**src/rtl/bcd_pkg.sv**
```systemverilog
// Shared definitions for the digit-serial BCD adder:
// digit width, largest legal digit, FSM states and a digit validity check.
package bcd_pkg;

    localparam int         DIGIT_W = 4;
    localparam logic [3:0] BCD_MAX = 4'd9;

    typedef enum logic [1:0] {
        IDLE = 2'd0,
        RUN  = 2'd1,
        DONE = 2'd2
    } state_t;

    function automatic logic is_bcd(input logic [DIGIT_W-1:0] digit);
        return digit <= BCD_MAX;
    endfunction

endpackage

```
**src/rtl/bcdadd.sv**
```systemverilog
// One-digit BCD adder, purely combinational.
// Ports: cin, a[3:0], b[3:0] in; sum[3:0] (0..9 for legal inputs), cout out.
module bcdadd
    import bcd_pkg::*;
(
    input  logic               cin,
    input  logic [DIGIT_W-1:0] a,
    input  logic [DIGIT_W-1:0] b,
    output logic [DIGIT_W-1:0] sum,
    output logic               cout
);

    logic [DIGIT_W:0]   w_bin;
    logic [DIGIT_W-1:0] w_fix;

    assign w_bin = {1'b0, a} + {1'b0, b} + {{DIGIT_W{1'b0}}, cin};

    // Binary sum above 9 wraps to the next decade: add 6 and emit a carry.
    assign cout  = w_bin > {1'b0, BCD_MAX};
    assign w_fix = w_bin[DIGIT_W-1:0] + 4'd6;
    assign sum   = cout ? w_fix : w_bin[DIGIT_W-1:0];

endmodule

```
**src/rtl/bcd_serial_adder.sv**
```systemverilog
// Digit-serial multi-digit BCD adder: one bcdadd reused per digit, LSD first.
// Ports: clk, rst (async high), start, cin, a/b (packed BCD) in;
//        busy, done (1-cycle pulse), sum, cout, err (held results) out.
module bcd_serial_adder
    import bcd_pkg::*;
#(
    parameter int DIGITS = 4
) (
    input  logic                      clk,
    input  logic                      rst,
    input  logic                      start,
    input  logic                      cin,
    input  logic [DIGIT_W*DIGITS-1:0] a,
    input  logic [DIGIT_W*DIGITS-1:0] b,
    output logic                      busy,
    output logic                      done,
    output logic [DIGIT_W*DIGITS-1:0] sum,
    output logic                      cout,
    output logic                      err
);

    localparam int W  = DIGIT_W * DIGITS;
    localparam int IW = (DIGITS > 1) ? $clog2(DIGITS) : 1;

    state_t r_state;
    state_t w_next;

    logic [IW-1:0]      r_idx;
    logic [W-1:0]       r_a;
    logic [W-1:0]       r_b;
    logic [W-1:0]       r_sum;
    logic               r_carry;
    logic               r_cout;
    logic               r_err;

    logic               w_accept;
    logic               w_last;
    logic [DIGIT_W-1:0] w_da;
    logic [DIGIT_W-1:0] w_db;
    logic [DIGIT_W-1:0] w_ds;
    logic               w_dc;

    function automatic logic any_bad(input logic [W-1:0] v);
        logic bad;
        bad = 1'b0;
        for (int i = 0; i < DIGITS; i++)
            bad = bad | !is_bcd(v[DIGIT_W*i +: DIGIT_W]);
        return bad;
    endfunction

    assign w_last = (r_idx == IW'(DIGITS - 1));
    assign w_da   = r_a[DIGIT_W*r_idx +: DIGIT_W];
    assign w_db   = r_b[DIGIT_W*r_idx +: DIGIT_W];

    bcdadd u_bcdadd (
        .cin  (r_carry),
        .a    (w_da),
        .b    (w_db),
        .sum  (w_ds),
        .cout (w_dc)
    );

    always_ff @(posedge clk or posedge rst) begin
        if (rst)
            r_state <= IDLE;
        else
            r_state <= w_next;
    end

    always_comb begin
        w_next   = r_state;
        w_accept = 1'b0;
        busy     = 1'b0;
        done     = 1'b0;
        case (r_state)
            IDLE: begin
                if (start) begin
                    w_accept = 1'b1;
                    w_next   = RUN;
                end
            end
            RUN: begin
                busy = 1'b1;
                if (w_last)
                    w_next = DONE;
            end
            DONE: begin
                done   = 1'b1;
                w_next = IDLE;
            end
            default: w_next = IDLE;
        endcase
    end

    always_ff @(posedge clk or posedge rst) begin
        if (rst) begin
            r_idx   <= '0;
            r_a     <= '0;
            r_b     <= '0;
            r_sum   <= '0;
            r_carry <= 1'b0;
            r_cout  <= 1'b0;
            r_err   <= 1'b0;
        end else if (w_accept) begin
            r_idx   <= '0;
            r_a     <= a;
            r_b     <= b;
            r_sum   <= '0;
            r_carry <= cin;
            r_cout  <= 1'b0;
            r_err   <= any_bad(a) | any_bad(b);
        end else if (r_state == RUN) begin
            r_sum[DIGIT_W*r_idx +: DIGIT_W] <= w_ds;
            r_carry <= w_dc;
            // Park idx at 0 after the last digit so it never points past r_a.
            r_idx   <= w_last ? '0 : r_idx + 1'b1;
            if (w_last)
                r_cout <= w_dc;
        end
    end

    assign sum  = r_sum;
    assign cout = r_cout;
    assign err  = r_err;

endmodule
```
**config.mk**
```make
export PLATFORM = sky130hd
export DESIGN_NAME = bcd_serial_adder
export DESIGN_NICKNAME = d
export VERILOG_FILES = /design/src/rtl/bcd_pkg.sv /design/src/rtl/bcdadd.sv /design/src/rtl/bcd_serial_adder.sv
export SDC_FILE = /design/constraint.sdc
export NUM_CORES = 1
export LEC_CHECK = 0
export CAP_MARGIN = 25
export CORE_UTILIZATION = 55
export DETAILED_ROUTE_END_ITERATION = 7
export DONT_BUFFER_PORTS = 1
export MAX_ROUTING_LAYER = met4
export PLACE_DENSITY = 0.82
export SKIP_LAST_GASP = 1
export SLEW_MARGIN = 15
export SYNTH_ARGS = -nofsm -noshare
export SYNTH_HDL_FRONTEND = slang
export SYNTH_SLANG_ARGS = --single-unit
```
**constraint.sdc**
```tcl
create_clock -name clk -period 4.41 [get_ports clk]
set_clock_uncertainty 0.15 [all_clocks]
set_input_delay 0.882 -clock clk [delete_from_list [all_inputs] [get_ports clk]]
set_output_delay 0.882 -clock clk [all_outputs]
set_load 0.02 [all_outputs]
```
==> flow_summary.yaml, run 1 <==
run_status:
  status: "finished clean"
sta:
  fin_tns_setup_ns: 0
  max_clock_freq_mhz: 270.7
  min_period_over_period_pct: 83.78
  slew_headroom_pct: 55.30
  finalHoldViolations: 0
  tightestPinTransition_ns: 0.6706
  slew_violations: 0
  rsz0062_at_grt: "false"
  min_period_ns: 3.695
  setup_violations: 0
floorplan:
  start_util_pct: 57.66
  ios: 56
  dieArea_sq_mm: 0.005271
  die_w_um: 72.60
  rows: 25
  die_y_um: 72.60
  core_sq_mm: 0.004755
critical_path:
  crit_start: "r_idx[0]$_DFFE_PP0P_"
  critical_path_required_ns: 4.44
  reg2regPathDepth: 11
  r2r-start: "r_idx[0]$_DFFE_PP0P_"
  cp_top_family: "adder cells"
  max_stage_delay_ns: 0.54
  critical_path_class: "reg -> reg"
  crit_path_end: "sum[10]$_DFFE_PP0P_"
  worstReg2RegEnd: "sum[10]$_DFFE_PP0P_"
  critical-path-slowest-cell: "mux4_2"
  crit_path_frequent_cell: "fa_1"
  cp.arrival_ns: 3.73
  endpoint_kind: "flop"
  crit_path_start_kind: "flop"
  cp_num_buf_inv: 1
  crit_fanout: 4
  path_depth: 11
  r2r_setup_slack_ns: 0.72
  worstPathCellList: "mux4_2 -> fa_1 -> fa_1 -> xor2_1 -> inv_1 -> ha_1 -> and2b_1 -> and4b_1 -> nor4b_1 -> a211oi_2 -> o21ai_1"
detailed_routing:
  dr.pass1.iters: 4
  drt_iter0_markers: 86
  routed_wirelength_mm: 5.232
  route.detailed.drc: 0
  via_count: 1735
  avgRoutedWirePerCell_um: 17.56
  viasPerCell: 5.822
  ant_nets: 0
logic_synthesis:
  synth_top_area_share_pct: 50.21
  syn_area_per_cell_sq_um: 12.13
  ys_ff_latch: 55
  synth.largest_area_cell: "dfrtp_1"
  ys_warn_count: 0
  ys_top_cells_by_area: "dfrtp_1, mux2_2, mux4_2, ha_1, nand2_1"
  ys_seq_area_share_pct: 50.21
  postSynthCellCount: 226
  syn-num-nets: 272
  synth_cell_type_count: 45
  netlist_area_sq_mm: 0.002741
flow_run:
  cap_violations: 0
placement:
  io_buffers: 0
  hpwl_mm: 3.913
  gp_congestion: 0.9243
cts:
  cts_resized: 0
  ctsHoldBuffers: 0
  cts_tree: "built"
  post-cts-setup-buffers: 0
  clkSinkCount: 55
  clock_latency_ns: 0.31
  cts.clk_slew.worst_paths_ns: 0.10
  cts_max_path_buffers: 2
  root_buffer: "clkbuf_8"
  cts_max_level: 2
  cts_buffers: 5
global_route:
  grt_max_degree: 56
  first_global_vias: 1818
  grt_pass1_wl_mm: 8.845
  grt_usage_pct: 22.95
  grt_antenna_before_repair: 0
  grt_overflow: 0
hold_path:
  hold_path.startpoint: "r_b[14]$_DFFE_PP0P_"
  hp-class: "reg -> reg"
cells_and_area:
  fin_nets: 276
  diodes: 0
  drive_gt1_share_pct: 26.41
  fill_cells: 390
  syn_to_final_growth_pct: 6.344
cell type report:
cell class,count,area (sq um),area share [%]
tap,67,83.83,2.876
inverter,11,41.29,1.416
clock buffer,6,72.57,2.489
timing repair buffer,4,42.54,1.459
sequential,55,1376,47.21
multi-input combinational,153,1282,43.99
clock inverter,2,16.27,0.5579
synth_stat cells:
master      n
inv_1      10
and3b_1     1
a21oi_1     4
nor2_1     13
and2b_1     1
o21bai_2    1
nor3b_1     1
a21o_1      3
ha_1        8
fa_1        2
a211oi_2    1
buf_2       4
o211a_1     1
nor3_2      1
o21ai_1     6
nor2_2      1
clkinv_1    1
a21o_2      1
nor2b_1     1
and4b_1     1
nand2_1    22
mux2i_1     1
dfrtp_1    55
o22ai_1     4
a211oi_1    2
a221o_1     1
a21boi_1    1
a21oi_2     1
nor3_1      2
mux4_2      8
a2111oi_0   1
xnor2_1     1
nand4_1     2
nor4b_1     1
or3_1       1
o21ai_0    15
o21a_1      1
mux2_2     32
nand3_1     5
or4_4       1
o31ai_1     1
clkbuf_1    1
xor2_1      1
buf_6       2
nand2b_4    2
cells by family after synthesis:
group,share of synthesized area [%]
mux,20.08
fa+ha+maj,5.112
compound gates,10.22
buf+inv,3.195
simple gates,10.54
flops,50.21
xor+xnor,0.6391
per-layer routing:
| layer | up-vias | routed length, um | track usage [%] |
|---|---|---|---|
| li1 | 824 | - | - |
| met4 | 0 | 72 | 6.536 |
| met2 | 63 | 2582 | 36.97 |
| met3 | 8 | 382 | 6.492 |
| met1 | 840 | 2194 | 28.48 |
| met5 | - | 0 | - |
sequential cells by signal, indices dropped and copies added (netlist names):
name and count:
r_state 2, r_carry 1, err 1, r_a 16
sum 16, r_b 16, cout 1, r_idx 2
worst reg2reg max path, cell delays in order (launching register included):
cell and delay [ns]:
dfrtp_1 0.43, mux4_2 0.54, fa_1 0.44, fa_1 0.42, xor2_1 0.28, inv_1 0.11
ha_1 0.24, and2b_1 0.21, and4b_1 0.30, nor4b_1 0.07, a211oi_2 0.28, o21ai_1 0.11
how the worst min path moves through the flow:
stage / to / slack [ns] / depth (start not counted)
floorplan: r_a[6]$_DFFE_PP0P_ / 0.33 / 1
global placement: r_b[13]$_DFFE_PP0P_ / 0.34 / 1
detailed placement: r_a[2]$_DFFE_PP0P_ / 0.35 / 1
CTS: r_b[14]$_DFFE_PP0P_ / 0.37 / 1
global route: r_a[15]$_DFFE_PP0P_ / 0.38 / 1
finish: r_b[14]$_DFFE_PP0P_ / 0.36 / 1
cells in the final DEF, fill, tap and decap left out, types with 4 or more instances in the layout:
cell type and instances:
a21oi_1 4, clkbuf_8 5, dfrtp_1 55, ha_1 8, inv_1 9, mux2_2 32
mux4_2 8, nand2_1 22, nand3_1 5, nor2_1 13, o21ai_0 15, o21ai_1 6
o22ai_1 4
stage by stage:
| step | instances | cell area [sq um] | utilization (%) | worst slack [ns] | hold WS [ns] |
|---|---|---|---|---|---|
| after CTS | 297 | 2895 | 60.89 | 0.7612 | 0.3675 |
| final | 298 | 2915 | 61.32 | 0.7155 | 0.3640 |
| after floorplan | 226 | 2741 | - | 0.7436 | 0.3251 |
| after global placement | 289 | 2806 | 59.03 | 0.9492 | 0.3350 |
| after detailed placement | 289 | 2806 | 59.03 | 0.7973 | 0.3451 |
| after global routing | 298 | 2915 | 61.32 | 0.5476 | 0.3811 |
Power of run 1 is left out: the tool's default activity adds up to more than one toggle a clock period on the data nets, which glitch-free logic cannot reach.
==> inputs of run 2 (changes only) <==
clock period = 3.65 ns   (was 4.41 ns; I/O delays follow)
==> run 2 against run 1 <==
Against the previous run: critical path depth unchanged; utilization increased by 0.97 points; count of clock-buffer cells in the layout increased by 1; largest cell class unchanged.
==> flow_summary.yaml, run 2 (synthesized netlist as in run 1, its figures left out) <==
cts:
  clkSinkCount: 55
  cts_tree: "built"
  cts_buffers: 5
  cts_max_path_buffers: 2
  cts.clk_slew.worst_paths_ns: 0.10
  cts_max_level: 2
  ctsHoldBuffers: 0
  root_buffer: "clkbuf_8"
  clock_latency_ns: 0.31
detailed_routing:
  drt_iter0_markers: 129
  dr.pass1.iters: 4
  viasPerCell: 5.970
  via_count: 1797
  route.detailed.drc: 0
  avgRoutedWirePerCell_um: 18.71
  routed_wirelength_mm: 5.632
  ant_nets: 0
floorplan:
  start_util_pct: 57.66
  dieArea_sq_mm: 0.005271
  core_sq_mm: 0.004755
  die_y_um: 72.60
  ios: 56
  die_w_um: 72.60
  rows: 25
sta:
  slew_violations: 0
  slew_headroom_pct: 44.37
  fin_tns_setup_ns: 0
  max_clock_freq_mhz: 280.3
  tightestPinTransition_ns: 0.8325
  finalHoldViolations: 0
  hold_slack_ns: 0.2574
  fin_ws_ns: 0.08257
  min_period_ns: 3.567
  min_period_over_period_pct: 97.74
  setup_violations: 0
cells_and_area:
  fin_nets: 279
  fill_cells: 388
  drive_gt1_share_pct: 30.34
  layout_common_cells: "dfrtp_1, mux2_2, nand2_1"
  diodes: 0
  syn_to_final_growth_pct: 8.033
  final_common_cell: "dfrtp_1"
critical_path:
  crit_fanout: 4
  cp.arrival_ns: 3.61
  endpoint_kind: "flop"
  critical_path_required_ns: 3.69
  crit_path_start_kind: "flop"
  critical_path_class: "reg -> reg"
global_route:
  grt_max_degree: 36
  globalRoute.busiestLayer: "met2"
  met2_usage_pct: 36.86
  grt_pass1_wl_mm: 9.011
  grt_usage_pct: 23.72
  grt_antenna_before_repair: 0
  grt_overflow: 0
  use_met1_pct: 29.10
  use_met3_pct: 6.768
  first_global_vias: 1858
run_status:
  status: "finished clean"
flow_run:
  cap_violations: 0
placement:
  gp_congestion: 0.8455
  dp_slack_ns: 0.01044
  hpwl_mm: 4.107
  io_buffers: 0
hold_path:
  hp-class: "in -> async"
==> run 2: cell types whose count changed in the layout (fill, tap and decap cells not counted), sizes merged <==
cell	change
clkbuf	+1
buf	+3
inv	-1
==> run 2: worst paths after layout <==
check                                            to                 start  slack [ns]  depth (start not counted)
worst max-delay path            sum[14]$_DFFE_PP0P_  r_idx[0]$_DFFE_PP0P_        0.08                         11
worst min-delay path            sum[13]$_DFFE_PP0P_                   rst        0.26                          1
worst max register to register  sum[14]$_DFFE_PP0P_  r_idx[0]$_DFFE_PP0P_        0.08                         11
worst min register to register  r_a[10]$_DFFE_PP0P_   r_a[10]$_DFFE_PP0P_        0.37                          1
max in group asynchronous        r_b[8]$_DFFE_PP0P_                   rst        2.33                          2
min in group clk                r_a[10]$_DFFE_PP0P_   r_a[10]$_DFFE_PP0P_        0.37                          1
==> run 2: repair_timing <==
action,CTS,global route
buffers inserted,0,2
hold endpoints to repair,0,0
gates resized for setup,0,7
setup endpoints to repair,0,7
==> run 2: critical path, stage by stage, from the launching register on <==
cell      delay, ns
dfrtp_1        0.41
mux4_2         0.55
fa_2           0.41
fa_2           0.40
xor2_2         0.18
inv_1          0.09
ha_2           0.21
and2b_2        0.24
and4b_1        0.29
nor4b_1        0.07
a211oi_2       0.33
o22ai_1        0.11
==> run 2: layer usage <==
layer	wire [um]	up-vias
li1	-	829
met1	2317	888
met2	2775	68
met3	405	12
met4	133	0
met5	0	-
==> run 2: through the flow <==
stage               area, sq um  cells  util [%]
detailed placement         2821    291     59.34
global placement           2821    291     59.34
floorplan                  2744    226         -
finish                     2962    301     62.29
global route               2962    301     62.29
CTS                        2925    299     61.53
==> run 2: area by class of cell <==
| type | count | area [sq um] | share of cell area, % |
|---|---|---|---|
| Timing Repair Buffer | 7 | 52.55 | 1.774 |
| Sequential cell | 55 | 1376 | 46.47 |
| Clock inverter | 1 | 7.507 | 0.2535 |
| Multi-Input combinational cell | 153 | 1304 | 44.02 |
| Tap cell | 67 | 83.83 | 2.831 |
| Inverter | 11 | 41.29 | 1.394 |
| Clock buffer | 7 | 96.34 | 3.253 |
Power of run 2 is left out for the same reason.
==> inputs of run 3 (changes only) <==
MAX_ROUTING_LAYER = unset   (was met4)
==> run 3 against run 2 <==
Against the previous run: largest cell class unchanged; worst hold slack got worse by 0.0090 ns; register-to-register slack about the same; critical endpoint unchanged; fmax increased by 0.29%; critical path type unchanged; die area unchanged; final cell count unchanged; flip-flop and latch count unchanged; setup slack improved by 0.010 ns.
==> flow_summary.yaml, run 3 (synthesized netlist as in run 1, its figures left out) <==
critical_path:
  reg2regPathDepth: 11
  critical-path-slowest-cell: "mux4_2"
  critical_path_required_ns: 3.70
  crit_fanout: 4
  crit_path_start_kind: "flop"
  r2r-start: "r_idx[0]$_DFFE_PP0P_"
  r2r_setup_slack_ns: 0.09
  critical_path_class: "reg -> reg"
  worstPathCellList: "mux4_2 -> fa_2 -> fa_2 -> xor2_2 -> inv_1 -> ha_2 -> and2b_2 -> and4b_1 -> nor4b_1 -> a211oi_2 -> o22ai_1"
  max_stage_delay_ns: 0.55
  cp.arrival_ns: 3.60
  worstReg2RegEnd: "sum[14]$_DFFE_PP0P_"
  endpoint_kind: "flop"
  crit_path_frequent_cell: "fa_2"
floorplan:
  core_sq_mm: 0.004755
  dieArea_sq_mm: 0.005271
  die_y_um: 72.60
  ios: 56
  start_util_pct: 57.66
  die_w_um: 72.60
  rows: 25
cts:
  cts_buffers: 5
  ctsHoldBuffers: 0
  clkSinkCount: 55
  cts_max_level: 2
  cts.clk_slew.worst_paths_ns: 0.11
  clock_latency_ns: 0.32
  cts_tree: "built"
  cts_max_path_buffers: 2
  root_buffer: "clkbuf_8"
detailed_routing:
  wl_met3_um: 394
  routed.top_layer: "met4"
  route.detailed.drc: 0
  wl_met2_mm: 2.785
  dr.pass1.iters: 4
  drt_iter0_markers: 117
  routed_wirelength_mm: 5.638
  viasPerCell: 5.924
  avgRoutedWirePerCell_um: 18.73
  drt-met1-wl_mm: 2.327
  via_count: 1783
  ant_nets: 0
sta:
  slew_violations: 0
  min_period_over_period_pct: 97.45
  min_period_ns: 3.557
  max_clock_freq_mhz: 281.1
  finalHoldViolations: 0
  slew_headroom_pct: 43.98
  tightestPinTransition_ns: 0.8384
  setup_violations: 0
global_route:
  first_global_vias: 1862
  grt_antenna_before_repair: 0
  grt_overflow: 0
  grt_usage_pct: 22.95
  grt_pass1_wl_mm: 8.997
  grt_max_degree: 36
cells_and_area:
  drive_gt1_share_pct: 30.34
  final_common_cell: "dfrtp_1"
  layout_common_cells: "dfrtp_1, mux2_2, nand2_1"
  finalInstanceArea_sq_mm: 0.002962
  finalNonFillerCells: 301
  multi_input_area_sq_mm: 0.001304
  syn_to_final_growth_pct: 8.033
  fin_nets: 279
  regArea_sq_mm: 0.001376
  fill_cells: 388
  diodes: 0
placement:
  gp_congestion: 0.8327
  io_buffers: 0
  dpl_cell_area_sq_mm: 0.002821
  hpwl_mm: 4.107
  dpl.cell_count: 291
run_status:
  status: "finished clean"
hold_path:
  hp-class: "in -> async"
flow_run:
  cap_violations: 0
==> run 3: worst max-delay path, delay by kind of cell (launching register included) <==
family	cells	cell delay, ns
buffers and inverters	1	0.09
DFF	1	0.41
xor gates and xnor gates	1	0.18
AOI/OAI and AO/OA	2	0.44
muxes	1	0.55
and+or+nand+nor	3	0.60
adders and majority gates	3	1.02
==> run 3: worst max path at each step <==
stage / startpoint / to / slack [ns] / cells past startpoint
6_report: r_idx[0]$_DFFE_PP0P_ / sum[14]$_DFFE_PP0P_ / 0.09 / 11
5_1_grt: r_idx[0]$_DFFE_PP0P_ / sum[6]$_DFFE_PP0P_ / -0.06 / 11
4_1_cts: r_idx[0]$_DFFE_PP0P_ / sum[6]$_DFFE_PP0P_ / 0.004 / 11
3_5_place_dp: r_idx[0]$_DFFE_PP0P_ / sum[6]$_DFFE_PP0P_ / 0.01 / 11
3_3_place_gp: r_idx[0]$_DFFE_PP0P_ / sum[6]$_DFFE_PP0P_ / 0.18 / 11
2_1_floorplan: r_idx[0]$_DFFE_PP0P_ / sum[10]$_DFFE_PP0P_ / 0.05 / 12
==> run 3: layout make-up <==
type | instances | share of cell area, %
Timing Repair Buffer | 7 | 1.774
Clock inverter | 1 | 0.2535
Clock buffer | 7 | 3.253
Multi-Input combinational cell | 153 | 44.02
Inverter | 11 | 1.394
Sequential cell | 55 | 46.47
Tap cell | 67 | 2.831
==> run 3: routing by layer <==
layer | vias to the layer above | track usage (%)
met4 | 0 | 10.24
met3 | 12 | 7.044
met5 | - | 0
met2 | 55 | 36.97
li1 | 827 | -
met1 | 889 | 28.64
==> run 3: timing repair <==
item | in CTS | in global routing
endpoints found under the setup margin | 0 | 7
buffers inserted | 0 | 2
resized for setup | 0 | 7
==> run 3: through the flow <==
| step | hold WS [ns] | util, % | TNS, ns | setup slack, ns |
|---|---|---|---|---|
| 6_report | 0.2485 | 62.29 | 0 | 0.09298 |
| 5_1_grt | 0.3082 | 62.29 | -0.1649 | -0.05555 |
| 4_1_cts | 0.2755 | 61.53 | 0 | 0.004498 |
| 3_5_place_dp | 0.3413 | 59.34 | 0 | 0.01044 |
| 3_3_place_gp | 0.3359 | 59.34 | 0 | 0.1824 |
| 2_1_floorplan | 0.3251 | - | 0 | 0.04762 |
Power of run 3 is left out for the same reason.
==> RTL change 1 (settings of run 3) <==
Add an input register stage for `start`, `cin`, `a` and `b`, without a reset; this delays them by one clock.
--- a/src/rtl/bcd_serial_adder.sv
+++ b/src/rtl/bcd_serial_adder.sv
@@ -22,4 +22,16 @@
     localparam int W  = DIGIT_W * DIGITS;
     localparam int IW = (DIGITS > 1) ? $clog2(DIGITS) : 1;
+
+    logic start_q;
+    logic cin_q;
+    logic [DIGIT_W*DIGITS-1:0] a_q;
+    logic [DIGIT_W*DIGITS-1:0] b_q;
+
+    always_ff @(posedge clk) begin
+        start_q <= start;
+        cin_q   <= cin;
+        a_q     <= a;
+        b_q     <= b;
+    end
 
     state_t r_state;
@@ -75,5 +87,5 @@
         case (r_state)
             IDLE: begin
-                if (start) begin
+                if (start_q) begin
                     w_accept = 1'b1;
                     w_next   = RUN;
@@ -104,10 +116,10 @@
         end else if (w_accept) begin
             r_idx   <= '0;
-            r_a     <= a;
-            r_b     <= b;
+            r_a     <= a_q;
+            r_b     <= b_q;
             r_sum   <= '0;
-            r_carry <= cin;
+            r_carry <= cin_q;
             r_cout  <= 1'b0;
-            r_err   <= any_bad(a) | any_bad(b);
+            r_err   <= any_bad(a_q) | any_bad(b_q);
         end else if (r_state == RUN) begin
             r_sum[DIGIT_W*r_idx +: DIGIT_W] <= w_ds;
Function: changed (Yosys sat finds a counterexample within 4 cycles, from zero or initial values and one cycle with rst high).
==> RTL change 1 against run 3 <==
Synthesized cell count rose by 12%. Setup slack gained 78 ps. Sequential cell count is 34 higher. First-iteration DRC count down 12%. Routed wire length up 10%. Synthesized area rose by 24%. Cell area up 26%. Critical path depth fell by 2.
Power is left out: the tool's default activity adds up to more than one toggle a clock period on the data nets, which glitch-free logic cannot reach.
==> RTL change 1: results (changes against run 3) <==
- Status: completed
- Setup Buffers After CTS: 0 (unchanged)
- Mux cell area share after synthesis: 0.1624 (-0.03846)
- GPL Wtd Cong: 0.7971 (-4.3%)
- R2R depth: 9 (-2)
- Critical-path top delay cell: fa_2
- RR Startpoint: r_idx[1]$_DFFE_PP0P_
- CTS root buf: clkbuf_8
- Area occupied by multi-input gates: 0.001280 sq mm (-1.8%)
- Reg clk slew, reported paths: 90 ps (-20 ps)
- Post-synthesis adder-cell area fraction: 0.04133 (-0.009790)
- Compound-cell area share of the yosys netlist: 0.09336 (-0.008878)
- Starting DRT DRC Count: 103 (-12%)
- Worst path max stage delay: 590 ps (+40 ps)
- Worst flop-to-flop path endpoint: sum[6]$_DFFE_PP0P_
- Mapped Nets: 300 (+10%)
- CP max FO: 6 (+2)
- Sequential fraction of the synthesis area: 0.6066 (+0.1046)
- Synth cell count leaders: dfrtp_1, dfxtp_1, mux2_2
- GR Util All Layers: 0.2190 (-0.01052)
- Post-route insts no fill: 343 (+14%)
- Vias in the first global route: 2137 (+15%)
- # fillers: 458 (+18%)
- Skew-Pair Late Insertion Delay: 350 ps (+30 ps)
- Total CTS buffers: 9 (+4)
- Pre-CTS setup slack: 24.57 ps (+14.13 ps)
- Via density: 5.889 (-0.58%)
- Syn Area/Cell: 13.35 sq um (+10%)
- Fraction of registers with async set/reset: 0.6180 (-0.3820)
- Fin nets: 309 (+11%)
- Synth Area in XOR/XNOR: 0.002583 (-0.003807)
- Synth unique cells: 44 (-2.2%)
- Minimum clock period: 3479 ps (-77.53 ps)
- DR WL met3: 298 microns (-24%)
- Worst EP arrival: 3610 ps (about the same)
- DP Area: 0.003501 sq mm (+24%)
- Synth top area cells: dfrtp_1, dfxtp_1, mux2_2
- Share of layout cells above drive strength 1: 0.2687 (-0.03476)
- WL met1: 2599 microns (+12%)
- First-pass GRT wire length: 10240 microns (+14%)
- Dpl cells: 326 (+12%)
- CTS HTree Levels: 3 (+1)
- Hold WS: 110.5 ps (-138.0 ps)
- Post-DP HPWL: 4430 microns (+7.9%)
- WL final: 6199 microns (+10%)
- Highest routed metal layer: met4
- Metal2 WL: 3182 microns (+14%)
- Worst-margin pin slew: 719.3 ps (-119.1 ps)
- Worst R2R Setup Slack: 170 ps (+80 ps)
-- RTL change 1: cell types whose count changed after synthesis, moves of 3 or more --
| cell | change |
|---|---|
| dfxtp_1 | +34 |
| nor2_1 | -9 |
| o21ai_0 | +6 |
| mux2_1 | +5 |
| mux2_2 | -5 |
| o21ai_1 | -5 |
| o21ai_2 | +4 |
| clkbuf_1 | +3 |
| nand2b_1 | +3 |
-- RTL change 1: worst max path at each step --
stage / startpoint / endpoint / depth (start not counted)
2_1_floorplan: r_idx[1]$_DFFE_PP0P_ / sum[10]$_DFFE_PP0P_ / 11
3_3_place_gp: r_idx[0]$_DFFE_PP0P_ / sum[10]$_DFFE_PP0P_ / 10
3_5_place_dp: r_idx[0]$_DFFE_PP0P_ / sum[5]$_DFFE_PP0P_ / 8
4_1_cts: r_idx[0]$_DFFE_PP0P_ / sum[5]$_DFFE_PP0P_ / 8
5_1_grt: r_idx[1]$_DFFE_PP0P_ / sum[6]$_DFFE_PP0P_ / 10
6_report: r_idx[1]$_DFFE_PP0P_ / sum[6]$_DFFE_PP0P_ / 9
-- RTL change 1: layout make-up --
cell class                 instances  share of cell area
sequential                        89              0.5503
multi-input combinational        149              0.3423
clock buffer                      13             0.04517
tap                               75             0.02509
timing repair buffer               6             0.01639
clock inverter                     3             0.01271
inverter                           8            0.008029
-- RTL change 1: logic make-up (layout without fill, tap and decap cells) --
family                   Yosys count  after routing
XOR/XNOR                           1              1
AO/OA/AOI/OAI                     47             47
buffers and inverters             16             30
multiplexers                      41             41
flip-flops                        89             89
adder cells (fa/ha/maj)           10             10
AND/OR/NAND/NOR                   50             50
-- RTL change 1: routing by layer --
metal	track usage	vias to the layer above
li1	-	925
met1	0.2596	1022
met2	0.3754	60
met3	0.05341	13
met4	0.09643	0
met5	0	-
==> RTL change 2 (config.mk and constraints of run 3) <==
Made on the original files. Change the parameter `DIGITS` from 4 to 8.
--- a/src/rtl/bcd_serial_adder.sv
+++ b/src/rtl/bcd_serial_adder.sv
@@ -5,5 +5,5 @@
     import bcd_pkg::*;
 #(
-    parameter int DIGITS = 4
+    parameter int DIGITS = 8
 ) (
     input  logic                      clk,
Ports: changed (resized a, b and sum); port bits go from 56 to 104. The function was not compared with the original's and may differ.
==> RTL change 2 against run 3 <==
The run now ends with negative setup slack left. First-iteration DRC count rose by 83%. Cell count rose by 100%. Synthesized area rose by 95%. Setup slack got worse by 95 ps. Die area rose by 92%. Cell area rose by 98%. Critical path depth rose by 1. Sequential cell count rose by 49. Routed wire length rose by 130%. Critical endpoint is now sum[6]$_DFFE_PP0P_. Largest cell class is now multi-input gates.
Power is left out: the tool's default activity adds up to more than one toggle a clock period on the data nets, which glitch-free logic cannot reach.
==> RTL change 2: results (changes against run 3) <==
- Compound-cell area share of the yosys netlist: 0.1047 (+0.002472)
- Via density: 6.353 (+7.2%)
- GR Util All Layers: 0.2657 (+0.03617)
- CTS HTree Levels: 3 (+1)
- Vias in the first global route: 3997 (+110%)
- Sequential cell area share: 0.4432 (-0.02149)
- ClkCell Share: 0.03323 (-0.001839)
- Critical-path top delay cell: fa_2
- Multi-input combinational area share: 0.4496 (+0.009407)
- Sequential fraction of the synthesis area: 0.4872 (-0.01482)
- Failing checks: negative setup slack
- First drt pass iteration count: 5 (+1)
- Nonclk inv count: 12 (+1)
- First-pass GRT wire length: 20430 microns (+130%)
- Hold Crit Class: primary input to asynchronous set/reset pin
- GPL Wtd Cong: 0.8854 (+6.3%)
- N_diodes: 0 (unchanged)
- Synth unique cells: 52 (+16%)
- Largest net degree at the start of global routing: 64 (+78%)
- Clock buffers: 9 (+2)
- Clk buf depth: 2 (unchanged)
- Data buffer area share: 0.03770 (+0.01996)
- Buffers, non-clock: 24 (+17)
- Post-synthesis adder-cell area fraction: 0.03326 (-0.01786)
- Wire per inst: 20.64 microns (+10%)
- Fraction of registers with async set/reset: 1.000 (unchanged)
- Synth cell count leaders: dfrtp_1, mux2_2, nand2_1
- Worst EP arrival: 3760 ps (+160 ps)
- Skew-Pair Late Insertion Delay: 380 ps (+60 ps)
- Synth Register Bits: 104 (+89%)
- Synth Area in XOR/XNOR: 0.003045 (-0.003345)
- Starting DRT DRC Count: 214 (+83%)
- Post-DP HPWL: 9600 microns (+130%)
- Crit path launch: r_idx[0]$_DFFE_PP0P_
- Mapped Nets: 554 (+100%)
- Share of layout cells above drive strength 1: 0.2942 (-0.009180)
- Setup WS post-layout: -2.251 ps (-95.23 ps)
- Reg clk slew, reported paths: 110 ps (about the same)
- Count of multi-input combinational gates: 330 (+120%)
- Worst path max stage delay: 650 ps (+100 ps)
- CP delay by family, top: adder cells
- Mux cell area share after synthesis: 0.2024 (+0.001568)
- Most frequent cell after synthesis: dfrtp_1
- Status: complete, but fails checks
- Fin nets: 562 (+100%)
- Worst-margin pin slew: 530.0 ps (-308.4 ps)
- Setup violators final: 2 (+2)
- # fillers: 730 (+88%)
- CP max FO: 6 (+2)
- Synth top area cells: dfrtp_1, mux2_2, mux4_2
## RTL change 2: cell types whose count changed in the layout (fill, tap and decap cells not counted), sizes merged, moves of 8 or more
cell,run 3,this run
nor3,3,12
a21oi,5,19
nand4,2,15
dfrtp,55,104
o21ai,21,32
mux2,32,64
a211o,0,9
buf,7,24
nand2,22,61
nand3,5,18
mux4,8,16
## RTL change 2: worst paths after layout
kind	slack, ps	to	cells past startpoint
hold reg to reg	370	r_b[25]$_DFFE_PP0P_	1
max in group asynchronous	2680	sum[11]$_DFFE_PP0P_	2
hold / removal	30	r_a[28]$_DFFE_PP0P_	1
min in group clk	340	r_a[15]$_DFFE_PP0P_	1
setup reg to reg	-2	sum[6]$_DFFE_PP0P_	12
setup / recovery	-2	sum[6]$_DFFE_PP0P_	12
## RTL change 2: routing by layer
metal  track usage  routed length (microns)  up-vias
li1              -                        -     1760
met1        0.3180                     4877     1982
met2        0.4584                     6751      151
met3       0.08738                      879       14
met4       0.07692                      182        0
met5             0                        0        -
## RTL change 2: metrics by stage
| step | instance area [sq um] | setup TNS (ps) | hold slack (ps) | instances | worst slack (ps) |
|---|---|---|---|---|---|
| 3_5_place_dp | 5592 | -18.37 | 344.6 | 593 | -18.37 |
| 3_3_place_gp | 5592 | 0 | 335.2 | 593 | 92.65 |
| 5_1_grt | 5874 | -1184 | 31.63 | 615 | -118.5 |
| 6_report | 5874 | -3.178 | 28.73 | 615 | -2.251 |
| 2_1_floorplan | 5413 | -71.86 | 325.1 | 473 | -33.17 |
| 4_1_cts | 5787 | -104.8 | 24.06 | 609 | -35.67 |
## RTL change 2: repair_timing
action | 4_1_cts | 5_1_grt
hold endpoints to repair | 0 | 0
buffers inserted | 0 | 6
endpoints found under the setup margin | 6 | 23
gates cloned | 0 | 0
pin swaps | 0 | 8
resized for setup | 0 | 10
